File: config.mk
export PLATFORM = sky130hd
export DESIGN_NAME = urna_entrada
export DESIGN_NICKNAME = d
export VERILOG_FILES = /design/src/rtl/urna_entrada.sv
export SDC_FILE = /design/constraint.sdc
export NUM_CORES = 1
export LEC_CHECK = 0
export ABC_AREA = 1
export CAP_MARGIN = 10
export CORE_ASPECT_RATIO = 1.1
export CORE_MARGIN = 5
export CORE_UTILIZATION = 54
export DETAILED_ROUTE_END_ITERATION = 10
export PLACE_DENSITY = 0.72
export SLEW_MARGIN = 25
export SYNTH_ARGS = -nofsm -noshare
export SYNTH_HDL_FRONTEND = slang
export SYNTH_HIERARCHICAL = 1
export SYNTH_SLANG_ARGS = --single-unit
export TNS_END_PERCENT = 30
File: constraint.sdc
create_clock -name Clock -period 1.9 [get_ports Clock]
set_clock_uncertainty 0.05 [all_clocks]
set_input_delay 0.285 -clock Clock [delete_from_list [all_inputs] [get_ports Clock]]
set_output_delay 0.285 -clock Clock [all_outputs]
set_load 0.005 [all_outputs]
File: src/rtl/urna_entrada.sv
// urna_entrada: conditions the raw DE2-115 pushbuttons and slide switches for
// the voting-machine core. Keys and switches are double-flopped, each key is
// debounced by its own FSM, and the resulting press events are arbitrated
// (Finish > Next > Valid) into registered single-cycle pulses. The block also
// counts the digits accepted for the current vote and ignores digits past four.
module urna_entrada #(
  parameter int DEBOUNCE_CYCLES = 500000,
  parameter int CNT_W           = 20
) (
  input  logic       Clock,
  input  logic       Reset,
  input  logic       KeyValid_n,
  input  logic       KeyNext_n,
  input  logic       KeyFinish_n,
  input  logic [3:0] SwDigit,
  output logic [3:0] Digit,
  output logic       Valid,
  output logic       Next,
  output logic       Finish,
  output logic [2:0] DigitCount
);

  // Key bit order everywhere: [0] Valid, [1] Next, [2] Finish.
  logic [2:0] key_p0;
  logic [2:0] key_p1;
  logic [3:0] sw_p0;
  logic [3:0] sw_p1;
  logic [2:0] press;

  // Two-flop synchronisers; keys reset to released, switches to zero.
  always_ff @(posedge Clock or negedge Reset) begin
    if (!Reset) begin
      key_p0 <= 3'b111;
      key_p1 <= 3'b111;
      sw_p0  <= 4'd0;
      sw_p1  <= 4'd0;
    end else begin
      // stage p0: first capture of the asynchronous pins
      key_p0 <= {KeyFinish_n, KeyNext_n, KeyValid_n};
      sw_p0  <= SwDigit;
      // stage p1: metastability-settled copy used by all downstream logic
      key_p1 <= key_p0;
      sw_p1  <= sw_p0;
    end
  end

  for (genvar k = 0; k < 3; k++) begin : g_deb
    urna_entrada_debounce #(
      .DEBOUNCE_CYCLES(DEBOUNCE_CYCLES),
      .CNT_W          (CNT_W)
    ) u_deb (
      .Clock (Clock),
      .Reset (Reset),
      .synced(key_p1[k]),
      .press (press[k])
    );
  end

  // Arbitrate coincident events and register the pulses, digit and count.
  // Losing events are dropped, never queued.
  always_ff @(posedge Clock or negedge Reset) begin
    if (!Reset) begin
      Valid      <= 1'b0;
      Next       <= 1'b0;
      Finish     <= 1'b0;
      Digit      <= 4'd0;
      DigitCount <= 3'd0;
    end else begin
      Valid  <= 1'b0;
      Next   <= 1'b0;
      Finish <= 1'b0;
      if (press[2]) begin
        Finish     <= 1'b1;
        DigitCount <= 3'd0;
      end else if (press[1]) begin
        Next       <= 1'b1;
        DigitCount <= 3'd0;
      end else if (press[0] && (DigitCount < 3'd4)) begin
        // Codes 10..15 are passed through; the core reads them as a null vote.
        Valid      <= 1'b1;
        Digit      <= sw_p1;
        DigitCount <= DigitCount + 3'd1;
      end
    end
  end

endmodule

// urna_entrada_debounce: press/release debouncer for one synchronised
// active-low key. A level must be seen for DEBOUNCE_CYCLES consecutive cycles
// to be accepted; 'press' is asserted combinationally in the cycle the press
// is accepted so the parent registers it on that same edge.
module urna_entrada_debounce #(
  parameter int DEBOUNCE_CYCLES = 500000,
  parameter int CNT_W           = 20
) (
  input  logic Clock,
  input  logic Reset,
  input  logic synced,
  output logic press
);

  typedef enum logic [1:0] {
    IDLE         = 2'd0,
    PRESS_WAIT   = 2'd1,
    PRESSED      = 2'd2,
    RELEASE_WAIT = 2'd3
  } state_t;

  // The count is bumped on the accepting edge, so acceptance is detected one
  // value early.
  localparam logic [CNT_W-1:0] LAST = CNT_W'(DEBOUNCE_CYCLES - 1);

  state_t           state;
  state_t           state_nxt;
  logic [CNT_W-1:0] count;
  logic [CNT_W-1:0] count_nxt;

  // State and counter register.
  always_ff @(posedge Clock or negedge Reset) begin
    if (!Reset) begin
      state <= IDLE;
      count <= '0;
    end else begin
      state <= state_nxt;
      count <= count_nxt;
    end
  end

  // Next-state, counter and press-event logic.
  always_comb begin
    state_nxt = state;
    count_nxt = count;
    press     = 1'b0;
    case (state)
      IDLE: begin
        if (!synced) begin
          state_nxt = PRESS_WAIT;
          count_nxt = CNT_W'(1);
        end
      end
      PRESS_WAIT: begin
        if (synced) begin
          state_nxt = IDLE;
          count_nxt = '0;
        end else if (count == LAST) begin
          state_nxt = PRESSED;
          count_nxt = '0;
          press     = 1'b1;
        end else begin
          count_nxt = count + CNT_W'(1);
        end
      end
      PRESSED: begin
        if (synced) begin
          state_nxt = RELEASE_WAIT;
          count_nxt = CNT_W'(1);
        end
      end
      RELEASE_WAIT: begin
        if (!synced) begin
          state_nxt = PRESSED;
          count_nxt = '0;
        end else if (count == LAST) begin
          state_nxt = IDLE;
          count_nxt = '0;
        end else begin
          count_nxt = count + CNT_W'(1);
        end
      end
      default: begin
        state_nxt = IDLE;
        count_nxt = '0;
      end
    endcase
  end

endmodule

# After elaboration in Yosys (flattened, before gate mapping)
# Cells that the tools add are included.
[totals]
register_bits = 90
[classes]
n_eq_ne = 24
order_cmp = 1
n_mux = 57
bitwise = 2
reduce_logical = 12
n_addsub = 4
[ops]
columns = ["op", "n"]
rows = [
  ["two-way mux 20 bit", 15],
  ["case mux 20 bit (4 select lines)", 3],
  ["adder 20 x 1 -> 20 bit, second input constant", 3],
  ["== test 20 x 19 -> 1 bit, second input constant", 3],
  ["two-way mux 2 bit", 18],
  ["case mux 2 bit (4 select lines)", 3],
  ["inequality test 3 x 2 -> 1 bit, second input constant", 6],
  ["two-way mux 1 bit", 15],
  ["== test 2 bit, second input constant", 6],
  ["inequality test 2 bit, second input constant", 6],
  ["AND reduction 4 bit", 3],
  ["two-way mux 3 bit", 3],
  ["== test 2 x 1 -> 1 bit, second input constant", 3],
  ["logical NOT 2 bit", 3],
  ["AND reduction 2 bit", 3],
  ["adder 3 x 1 -> 3 bit, second input constant", 1],
  ["less-than comparator 3 bit, second input constant", 1],
  ["AND reduction 3 bit", 1],
  ["nonzero test 3 bit", 1],
  ["inverter 1 bit", 2],
  ["logical AND 1 bit", 1],
]

# Depth between registers and ports, before layout
# Gate-level depths: netlist (run 1).
[logic_depth]
depth_word = 8
mapped_depth = 10

# Cells and area by module
# The synthesis (run 1) kept the hierarchy.
[modules_own_cells]
columns = ["mod", "cells_per_inst", "area_each_um2", "instances"]
rows = [
  ["urna_entrada_debounce at g_deb[0].u_deb", 220, 1470.2, 1],
  ["urna_entrada_debounce at g_deb[2].u_deb", 194, 1433.9, 1],
  ["urna_entrada_debounce at g_deb[1].u_deb", 191, 1402.6, 1],
  ["urna_entrada", 56, 762.0, 1],
]

# Least setup slack after synthesis (run 1)
# OpenSTA, ideal clock, no wires.
[synth_timing]
path_kind = "register to register"
from = "reg g_deb[0].u_deb.count[1]"
to = "reg Digit[0]"
setup_slack_ps = 123
arrival_ps = 1611
stages_incl_launch_ff = 11
required_time_ps = 1733
synth_period_minus_slack_ps = 1777
path_buffers = 0
cell_sequence = "dfrtp_1 -> ha_1 -> nand2_2 -> nor2_4 -> nand3_4 -> nor3_1 -> inv_1 -> nor2_2 -> nand2_2 -> nand2_1 -> nand2_1"
[synth_via]
elab_chain_len = 6
[synth_lines]
columns = ["item", "line_no", "text"]
rows = [
  ["start: declaration", "116", "logic [CNT_W-1:0] count;"],
  ["start signal: assignment", "126", "count <= count_nxt;"],
  ["== test 20 x 19 -> 1 bit", "146", "end else if (count == LAST) begin"],
  ["two-way mux 1 bit", "146", ""],
  ["two-way mux 1 bit", "143", "if (synced) begin"],
  ["two-way mux 1 bit", "135", "case (state)"],
  ["named net press[0]", "28", "logic [2:0] press;"],
  ["logical AND 1 bit", "78", "end else if (press[0] && (DigitCount < 3'd4)) begin"],
  ["AND reduction 3 bit (no source line)", "-", ""],
  ["end signal: assignment", "81", "Digit <= sw_p1;"],
  ["end: declaration", "16", "output logic [3:0] Digit,"],
]
# The timed path passes the listed nets, and every way through them passes these cells.
# A chain may end at the register's enable or synchronous reset.

# Worst setup path after layout (run 1)
[layout_timing]
from = "reg g_deb[2].u_deb.count[0]"
to = "reg Digit[1]"
[layout_via]
elab_chain_len = 6
[layout_lines]
columns = ["item", "line_no"]
rows = [
  ["start: declaration", "116"],
  ["start signal: assignment", "126"],
  ["== test 20 x 19 -> 1 bit", "146"],
  ["two-way mux 1 bit", "146"],
  ["two-way mux 1 bit", "143"],
  ["two-way mux 1 bit", "135"],
  ["named net press[2]", "28"],
  ["inverter 1 bit (no source line)", "-"],
  ["AND reduction 3 bit (no source line)", "-"],
]
# The timed path passes the listed nets, and every way through them passes these cells.

==> results of run 1 <==
routing by layer:
layer / wire length [um] / track usage, % / vias to the layer above
li1: - / - / 2196
met1: 4860 / 26.1 / 2054
met2: 5520 / 34.2 / 68
met3: 308 / 3.57 / 20
met4: 214 / 8.22 / 0
met5: 0 / 0 / -
synthesized netlist by cell type, types with 3 or more instances:
cell type  instances  share of area (%)
a21oi_1            6               0.59
dfrtp_1           84                 41
dfstp_2            6                3.1
ha_1               4               0.99
inv_1             82                6.1
nand2_1          196                 15
nand2_2           14                1.7
nand3_1           56                5.5
nand4_1           13                1.6
nor2_1            71                5.3
nor2_2             8               0.99
nor2_4            11                2.4
nor3_1             8               0.79
o21ai_0           30                3.0
o21ai_1            5               0.49
o21bai_1           3               0.44
o22ai_1           17                2.1
xnor2_1            3               0.52
xor2_1            14                2.4
registers in the layout (all words and copies together) (netlist names), named ones only:
| signal | count |
|---|---|
| g_deb.u_deb/state | 3 |
| key_p0 | 3 |
| sw_p1 | 4 |
| Digit | 4 |
| g_deb.u_deb/count | 60 |
| Valid | 1 |
| sw_p0 | 4 |
| DigitCount | 3 |
| Finish | 1 |
| key_p1 | 3 |
| Next | 1 |
what timing repair did:
| item | in CTS | in global routing |
|---|---|---|
| buffers inserted | 0 | 3 |
| endpoints found under the setup margin | 0 | 7 |
| hold buffers | 1 | 0 |
| endpoints found under the hold margin | 22 | 0 |
| resized for setup | 0 | 4 |
power by group through the flow:
stage	Clock [mW]	Combinational [mW]	Sequential, mW
2_1_floorplan	0	0.918	2.18
3_3_place_gp	0	1.25	2.21
3_5_place_dp	0	1.28	2.22
4_1_cts	1.43	1.29	2.18
5_1_grt	1.50	1.45	2.20
6_report	1.38	1.32	2.18
placed cells by master (no fill, tap or decap), types with 11 or more instances in the layout:
cell type	n
buf_4	16
clkdlybuf4s50_1	17
dfrtp_1	84
inv_1	82
nand2_1	196
nand2_2	14
nand3_1	56
nand4_1	13
nor2_1	71
nor2_4	11
o21ai_0	30
o22ai_1	17
xor2_1	14
area by class of cell:
type / instances / area, sq um / area share [%]
multi-input cells: 480 / 2470 / 43.2
well taps: 117 / 146 / 2.56
clock inverters: 7 / 83.8 / 1.46
clock buffers: 9 / 124 / 2.16
repair buffers: 35 / 320 / 5.60
inverters: 85 / 319 / 5.57
flip-flops and latches: 90 / 2260 / 39.5
cells by family after synthesis:
kind of cell / after synthesis / synth area share [%]
AO/OA/AOI/OAI: 70 / 8.66
XOR/XNOR: 17 / 2.94
adder cells (fa/ha/maj): 4 / 0.987
buffers and inverters: 91 / 7.01
flip-flops: 90 / 44.6
AND/OR/NAND/NOR: 389 / 35.8
worst paths after layout:
| path | startpoint | end | cells after the start |
|---|---|---|---|
| max | g_deb[2].u_deb/count[0] | Digit[1] | 10 |
| min | KeyFinish_n | key_p0[2] | 1 |
| max reg2reg | g_deb[2].u_deb/count[0] | Digit[1] | 10 |
| min reg2reg | sw_p0[2] | sw_p1[2] | 0 |
| max in group asynchronous | Reset | key_p0[1] | 3 |
| min in group asynchronous | Reset | g_deb[0].u_deb/count[6] | 2 |
per-stage QoR:
step	utilization [%]	hold slack, ns	area (sq um)
after global routing	61.8	0.244	5720
after floorplan	-	-0.0606	5070
after CTS	61.4	0.244	5680
after detailed placement	59.0	0.174	5470
after global placement	59.0	0.175	5470
final	61.8	0.271	5720
worst max-delay path: cells and delay by family, from the launching register on:
| family | cells | cell delay, ns |
|---|---|---|
| fa+ha+maj | 1 | 0.24 |
| simple gates | 8 | 0.80 |
| buf+inv | 1 | 0.16 |
| flops | 1 | 0.41 |
==> results.md, run 1 <==
* Outcome: finished, final reports clean
* Via count at 4,338
* Post-DRT Antenna Nets at 0
* Pre-CTS WS at 0.0781 ns
* Syn Nets at 674
* H-tree Lvls at 3
* Worst Setup Path Type: reg2reg
* Flops & latches, synth at 90
* Fillers at 815
* IO buf count at 18
* Violation count after the first detailed-routing iteration at 210
* Peak Freq at 566 MHz
* Chip Width at 102 um
* Setup slack, reg-to-reg at 0.13 ns
* Fraction of registers with async set/reset at 100%
* Final Hold Viols at 0
* Pleak at 2.51 nW
* Fin crit share at 93.1%
* Clk_lat worst skew at 0.37 ns
* Placed cells at 803
* HP Class: in2reg
* Initial core utilization at 54.7%
* RSZ-0062 raised after global routing: false
* Die ar. at 11,400 sq um
* CP peak stage delay at 0.41 ns
* Maximum fanout along the worst path at 10
* Part of the power in registers at 44.7%
* P_int at 3.13 mW
* Final Critical Period at 1.77 ns
* Reg clk slew, reported paths at 0.10 ns
* Data required, critical path at 2.12 ns
* P&R area growth vs syn at 12.9%
* Crit end category: flop
* Root buffer cell: clkbuf_8
* Num CTS Buffers at 9
* Max Slew Vio Count at 0
* Least-Margin Pin Slew at 0.444 ns
* Final net count at 714
* Worst setup margin at 0.132 ns
* Max_cap viols at 0
* Gr ovfl total at 0
* # DRC at 0
* Drt wl/cell at 13.2 um
* Slowest cell on crit path: dfrtp_1
* Combinational share of power at 27.0%
* Gr usage total at 20.5%
* Clock power share at 28.3%
* Synthesis Warnings at 6
* Tot Pwr at 4.87 mW
* Dpl hpwl at 7890 um
* Placement row count at 37
* Wire length of the first global-routing pass at 19,000 um
* Mapped Area at 5070 sq um
* CTS tree: yes
* Final Non-Filler Cells at 823
* Post-synthesis cell type count at 39
* Initial antenna violation count at 0
* Share of post-route cells with drive strength above 1 at 13.5%
* Setup TNS at 0 ns
* Worst-case clock buffer depth at 2
* Avg Inst Size Synth at 7.67 sq um
* Arrival time at the worst endpoint at 1.98 ns
* Cells after Synth at 661
* Antenna diodes at 0
* Worst setup SP type: flop
* Drt pass-1 iters at 6
* VDD IR-drop max at 586 uV
* Vert. Die Dim at 112 um
* Via/cell ratio at 5.27
* Ys flop type: dfrtp_1
* Switching share of power at 35.6%
* Core ar. at 9260 sq um
* CP Cell Sequence: ha_1 -> nand2_2 -> nor2_4 -> nand3_1 -> nor3_1 -> buf_4 -> nor2_4 -> nand2_2 -> nand2_1 -> nand2_1
* Num ports at 19
* Post-synth EDFFs at 0
* Pwr Density at 851 nW/um^2
* Sequential area share after synthesis at 44.6%
* Largest net degree at the start of global routing at 52
* Relative max-transition margin at 70.2%
* Routability cong. at 0.881
* Final setup viols at 0
* Psw at 1.74 mW
* Vias in the first global route at 4,324
* Num Clock Sinks at 90
* Final WL at 10,900 um
Note: power is estimated with default switching activity, not from simulation.
==> run 2, diff against run 1 <==
--- a/config.mk
+++ b/config.mk
@@ -6,7 +6,6 @@
 export NUM_CORES = 1
 export LEC_CHECK = 0
 export ABC_AREA = 1
-export CAP_MARGIN = 10
 export CORE_ASPECT_RATIO = 1.1
 export CORE_MARGIN = 5
 export CORE_UTILIZATION = 54
==> constraint.sdc (replaced) <==
create_clock -name Clock -period 2.3 [get_ports Clock]
set_clock_uncertainty 0.05 [all_clocks]
set_input_delay 0.345 -clock Clock [delete_from_list [all_inputs] [get_ports Clock]]
set_output_delay 0.345 -clock Clock [all_outputs]
set_load 0.005 [all_outputs]
==> run 2 against run 1 <==
Worst setup slack gained 0.15 ns. Global-route usage grew 0.085 points. Critical path type unchanged. Total power shrank 19%. Count of clock-buffer cells in the layout is the same. Via count shrank 1.9%. Clock power shrank 17%. Cell area shrank 1.5%. Die area is the same. Largest power group unchanged. Core utilization shrank 0.91 points. Wire length shrank 1.7%. Fmax shrank 12%. Non-clock buffer count shrank 9.
==> results.md, run 2 (synthesis results as in run 1) <==
* Data required, critical path at 2.52 ns
* Via/cell ratio at 5.23
* Placement row count at 37
* Core Util, Final at 60.9%
* Path depth of the worst reg2reg path at 10
* Final setup viols at 0
* Vert. Die Dim at 112 um
* Placed cells at 797
* RR Startpoint: g_deb[0].u_deb/count[1]
* Reg clk slew, reported paths at 0.10 ns
* R2R Path End: Digit[2]
* Root buffer cell: clkbuf_8
* Initial core utilization at 54.7%
* Peak Freq at 496 MHz
* Final WL at 10,700 um
* Crit end category: flop
* Worst setup SP type: flop
* CTS tree: yes
* Fillers at 813
* CP peak stage delay at 0.40 ns
* Initial antenna violation count at 0
* Pleak at 2.47 nW
* Num Clock Sinks at 90
* Worst Setup Path Type: reg2reg
* Largest net degree at the start of global routing at 34
* Max_cap viols at 0
* CP Cell Sequence: ha_1 -> nand2_2 -> nor2_4 -> nand3_4 -> nor3_1 -> inv_1 -> nor2_2 -> nand2_2 -> nand2_1 -> nand2_1
* Dpl hpwl at 7950 um
* Via count at 4,257
* CP endpoint: Digit[2]
* Maximum fanout along the worst path at 7
* Commonest non-fill, non-tap cell in the layout: nand2_1
* Slowest cell on crit path: dfrtp_1
* Top reg by flops: g_deb.u_deb/count
* Crit path launch: g_deb[0].u_deb/count[1]
* Post-DRT Antenna Nets at 0
* Core ar. at 9260 sq um
* Setup slack, reg-to-reg at 0.28 ns
* P&R area growth vs syn at 11.3%
* Setup TNS at 0 ns
* VDD IR-drop max at 365 uV
* Max FFs per register at 60
* Placed cell area at 5420 sq um
* Routability cong. at 0.888
* Final net count at 705
* Drt pass-1 iters at 6
* Die ar. at 11,400 sq um
* Gr usage total at 20.5%
* Relative max-transition margin at 61.2%
* Arrival time at the worst endpoint at 2.24 ns
* H-tree Lvls at 3
* Max Slew Vio Count at 0
* Drt wl/cell at 13.2 um
* Crit path buf inv count at 1
* # DRC at 0
* Chip Width at 102 um
* Final Hold Viols at 0
* Antenna diodes at 0
* CP top delay family: simple AND/OR/NAND/NOR gates
* Outcome: finished, final reports clean
* Vias in the first global route at 4,181
* IO buf count at 18
* Tot Pwr at 3.96 mW
* Num ports at 19
* Least-Margin Pin Slew at 0.582 ns
* Num CTS Buffers at 9
* Share of post-route cells with drive strength above 1 at 11.8%
* Wire length of the first global-routing pass at 19,100 um
* Violation count after the first detailed-routing iteration at 216
* Clk_lat worst skew at 0.37 ns
* HP Class: reg2reg
* Worst-case clock buffer depth at 2
* Final Non-Filler Cells at 814
* Final Critical Period at 2.02 ns
* Gr ovfl total at 0
* Fin crit share at 87.6%
* Most frequent cells in the layout: 196 x nand2_1, 84 x dfrtp_1, 82 x inv_1
* Post-route cell area at 5640 sq um
* Pwr Density at 703 nW/um^2
* Critical path depth at 10
* RSZ-0062 raised after global routing: false
==> run 2: area by class of cell <==
| type | instances | area, sq um | share of cell area [%] |
|---|---|---|---|
| sequential | 90 | 2260 | 40.1 |
| clock buffer | 9 | 124 | 2.20 |
| timing repair buffer | 26 | 253 | 4.48 |
| tap | 117 | 146 | 2.60 |
| multi-input combinational | 480 | 2450 | 43.5 |
| clock inverter | 7 | 83.8 | 1.49 |
| inverter | 85 | 319 | 5.66 |
==> run 2: worst min path at each step <==
stage,slack (ns),cells past startpoint,from,to
after global placement,0.28,1,Reset,g_deb[0].u_deb/count[16]
after CTS,0.30,1,KeyFinish_n,key_p0[2]
after detailed placement,0.27,1,Reset,g_deb[0].u_deb/count[16]
final,0.30,0,sw_p0[0],sw_p1[0]
after global routing,0.29,1,KeyFinish_n,key_p0[2]
after floorplan,-0.0006,0,Reset,DigitCount[0]
==> run 2: what timing repair did <==
| item | CTS | global route |
|---|---|---|
| gates resized for setup | 0 | 0 |
| hold buffers | 1 | 0 |
| hold endpoints to repair | 28 | 0 |
| setup buffers | 0 | 0 |
==> run 2: per-layer routing <==
metal	vias up	wire length, um	global-route usage (%)
met1	2005	4920	27.0
met2	67	5300	33.8
met5	-	0	0
li1	2167	-	-
met3	18	273	4.01
met4	0	233	6.91
==> run 2: where the power goes <==
group / internal [mW] / switching, mW
clock network: 0.525 / 0.624
logic: 0.312 / 0.683
registers: 1.70 / 0.120
==> run 2: per-stage QoR <==
stage	hold slack, ns	setup WS (ns)
2_1_floorplan	-0.000591	0.523
3_3_place_gp	0.280	0.400
3_5_place_dp	0.274	0.278
4_1_cts	0.303	0.263
5_1_grt	0.294	0.0233
6_report	0.305	0.285
==> run 3, diff against run 2 <==
--- a/config.mk
+++ b/config.mk
@@ -6,11 +6,13 @@
 export NUM_CORES = 1
 export LEC_CHECK = 0
 export ABC_AREA = 1
+export CELL_PAD_IN_SITES_DETAIL_PLACEMENT = 1
+export CELL_PAD_IN_SITES_GLOBAL_PLACEMENT = 2
 export CORE_ASPECT_RATIO = 1.1
 export CORE_MARGIN = 5
-export CORE_UTILIZATION = 54
+export CORE_UTILIZATION = 39
 export DETAILED_ROUTE_END_ITERATION = 10
-export PLACE_DENSITY = 0.72
+export PLACE_DENSITY_LB_ADDON = 0.1
 export SLEW_MARGIN = 25
 export SYNTH_ARGS = -nofsm -noshare
 export SYNTH_HDL_FRONTEND = slang
==> run 3 against run 2 <==
Die area increased by 35%. Worst hold slack worse by 0.0026 ns. Register-to-register slack worse by 0.02 ns. Total power increased by 9.4%. Sequential power is essentially flat. Cell count grew 4.9%. Count of clock-buffer cells in the layout is the same. Cell area rose by 2.6%. Combinational power increased by 5%. Worst setup slack worse by 0.016 ns.
==> results.md, run 3 (synthesis results as in run 1) <==
* Vias in the first global route at 4,652
* Path depth of the worst reg2reg path at 10
* Num Clock Sinks at 90
* Worst hold endpoint: sw_p1[3]
* Maximum fanout along the worst path at 7
* Fillers at 1,574
* Final Critical Period at 2.03 ns
* Final setup viols at 0
* FF/Latch Area at 2260 sq um
* IO buf count at 18
* Reg clk slew, reported paths at 0.07 ns
* Root buffer cell: clkbuf_16
* Most frequent cells in the layout: 196 x nand2_1, 84 x dfrtp_1, 82 x inv_1
* HP Class: reg2reg
* Via/cell ratio at 5.03
* Final Hold Viols at 0
* Pleak at 2.50 nW
* RSZ-0062 raised after global routing: false
* Drt pass-1 iters at 4
* H-tree Lvls at 3
* Data required, critical path at 2.50 ns
* CTS tree: yes
* Die ar. at 15,400 sq um
* Setup TNS at 0 ns
* Gr ovfl total at 0
* Vert. Die Dim at 130 um
* Violation count after the first detailed-routing iteration at 186
* CP peak stage delay at 0.40 ns
* Commonest non-fill, non-tap cell in the layout: nand2_1
* Clk_lat worst skew at 0.35 ns
* Largest net degree at the start of global routing at 42
* Initial antenna violation count at 0
* Peak Freq at 492 MHz
* Chip Width at 119 um
* Max FFs per register at 60
* Crit end category: flop
* Wire length of the first global-routing pass at 22,200 um
* Min-delay src: sw_p0[3]
* Setup slack, reg-to-reg at 0.27 ns
* Hold Slack at 0.302 ns
* Max_cap viols at 0
* Dpl hpwl at 9810 um
* Final WL at 12,800 um
* Initial core utilization at 39.9%
* Final net count at 705
* Slowest cell on crit path: dfrtp_1
* Pwr Density at 749 nW/um^2
* Arrival time at the worst endpoint at 2.23 ns
* Num ports at 19
* Max Slew Vio Count at 0
* Worst Setup Path Type: reg2reg
* Via count at 4,293
* Worst-case clock buffer depth at 2
* Post-CTS Repair Setup Buffers at 0
* Routability cong. at 0.791
* Core ar. at 12,700 sq um
* Relative max-transition margin at 67.8%
* Share of post-route cells with drive strength above 1 at 11.9%
* Num CTS Buffers at 9
* # DRC at 0
* CP Cell Sequence: ha_1 -> nand2_2 -> nor2_4 -> nand3_4 -> nor3_2 -> inv_1 -> nor2_2 -> nand2_2 -> nand2_1 -> nand2_1
* P&R area growth vs syn at 14.1%
* Worst setup SP type: flop
* Hold path cells at 0
* Fin crit share at 88.3%
* VDD IR-drop max at 534 uV
* Drt wl/cell at 15.0 um
* Multi-input gate area at 2460 sq um
* Least-Margin Pin Slew at 0.479 ns
* RR Startpoint: g_deb[0].u_deb/count[1]
* R2R Path End: Digit[3]
* Top reg by flops: g_deb.u_deb/count
* Placement row count at 43
* Antenna diodes at 0
* Post-DRT Antenna Nets at 0
* Gr usage total at 17.9%
* Outcome: finished, final reports clean
==> run 3: cell count changes in the layout (fill, tap and decap cells not counted) <==
cell and delta:
bufinv_16 -1, inv_6 -1, clkinv_4 +1, clkinv_8 +1
clkbuf_8 -9, clkbuf_16 +9, clkinv_2 -1, nor3_1 -1
clkinvlp_4 +1, nor3_2 +1
==> run 3: per-layer routing <==
layer  part of all wire (%)  up-vias  wire (um)  track usage, %
li1                       -     2170          -               -
met3                    2.3       16        291            3.23
met1                     45     2074       5800            21.4
met5                      0        -          0               0
met4                    1.8        0        225            6.48
met2                     51       33       6470            32.4
==> run 3: timing repair <==
item                                    in CTS  in global routing
gates resized for setup                      0                  1
hold buffers                                 1                  0
endpoints found under the setup margin       0                  1
endpoints found under the hold margin       29                  0
==> run 3: worst max-delay path by stage <==
stage	startpoint	to	slack, ns	cells after the start
floorplan	g_deb[0].u_deb/count[1]	Digit[0]	0.52	10
global placement	g_deb[0].u_deb/count[1]	Digit[3]	0.35	10
detailed placement	g_deb[0].u_deb/count[1]	Digit[3]	0.19	10
CTS	g_deb[0].u_deb/count[1]	Digit[3]	0.16	10
global route	g_deb[0].u_deb/count[1]	Digit[3]	0.13	10
finish	g_deb[0].u_deb/count[1]	Digit[3]	0.27	10
==> run 3: area by class of cell <==
cell class / instances / share of cell area (%)
multi-input combinational: 480 / 42.5
sequential: 90 / 39.1
inverter: 85 / 5.52
timing repair buffer: 26 / 4.37
clock buffer: 9 / 3.89
tap: 157 / 3.40
clock inverter: 7 / 1.25
==> run 3: worst max-delay path, delay by kind of cell, from the launching register on <==
kind                     cells  cell delay, ns
AND/OR/NAND/NOR              8            1.16
flip-flops                   1            0.40
buffers and inverters        1            0.08
adder cells (fa/ha/maj)      1            0.23
==> run 3: per-stage QoR <==
step	worst slack (ns)	util, %	cells	power, mW	area [sq um]
after floorplan	0.523	-	661	2.56	5070
after CTS	0.160	45.5	854	4.42	5780
after detailed placement	0.194	43.1	837	2.92	5470
after global routing	0.133	45.6	854	4.60	5780
after global placement	0.347	43.1	837	2.87	5470
final	0.268	45.6	854	4.33	5780
==> run 3: where the power goes <==
part           leakage, nW  switching (mW)  internal, mW  total (mW)
registers             1.20           0.129          1.70        1.83
logic                 1.16           0.718         0.320        1.04
clock network        0.143           0.703         0.765        1.47
total                 2.50            1.55          2.78        4.33
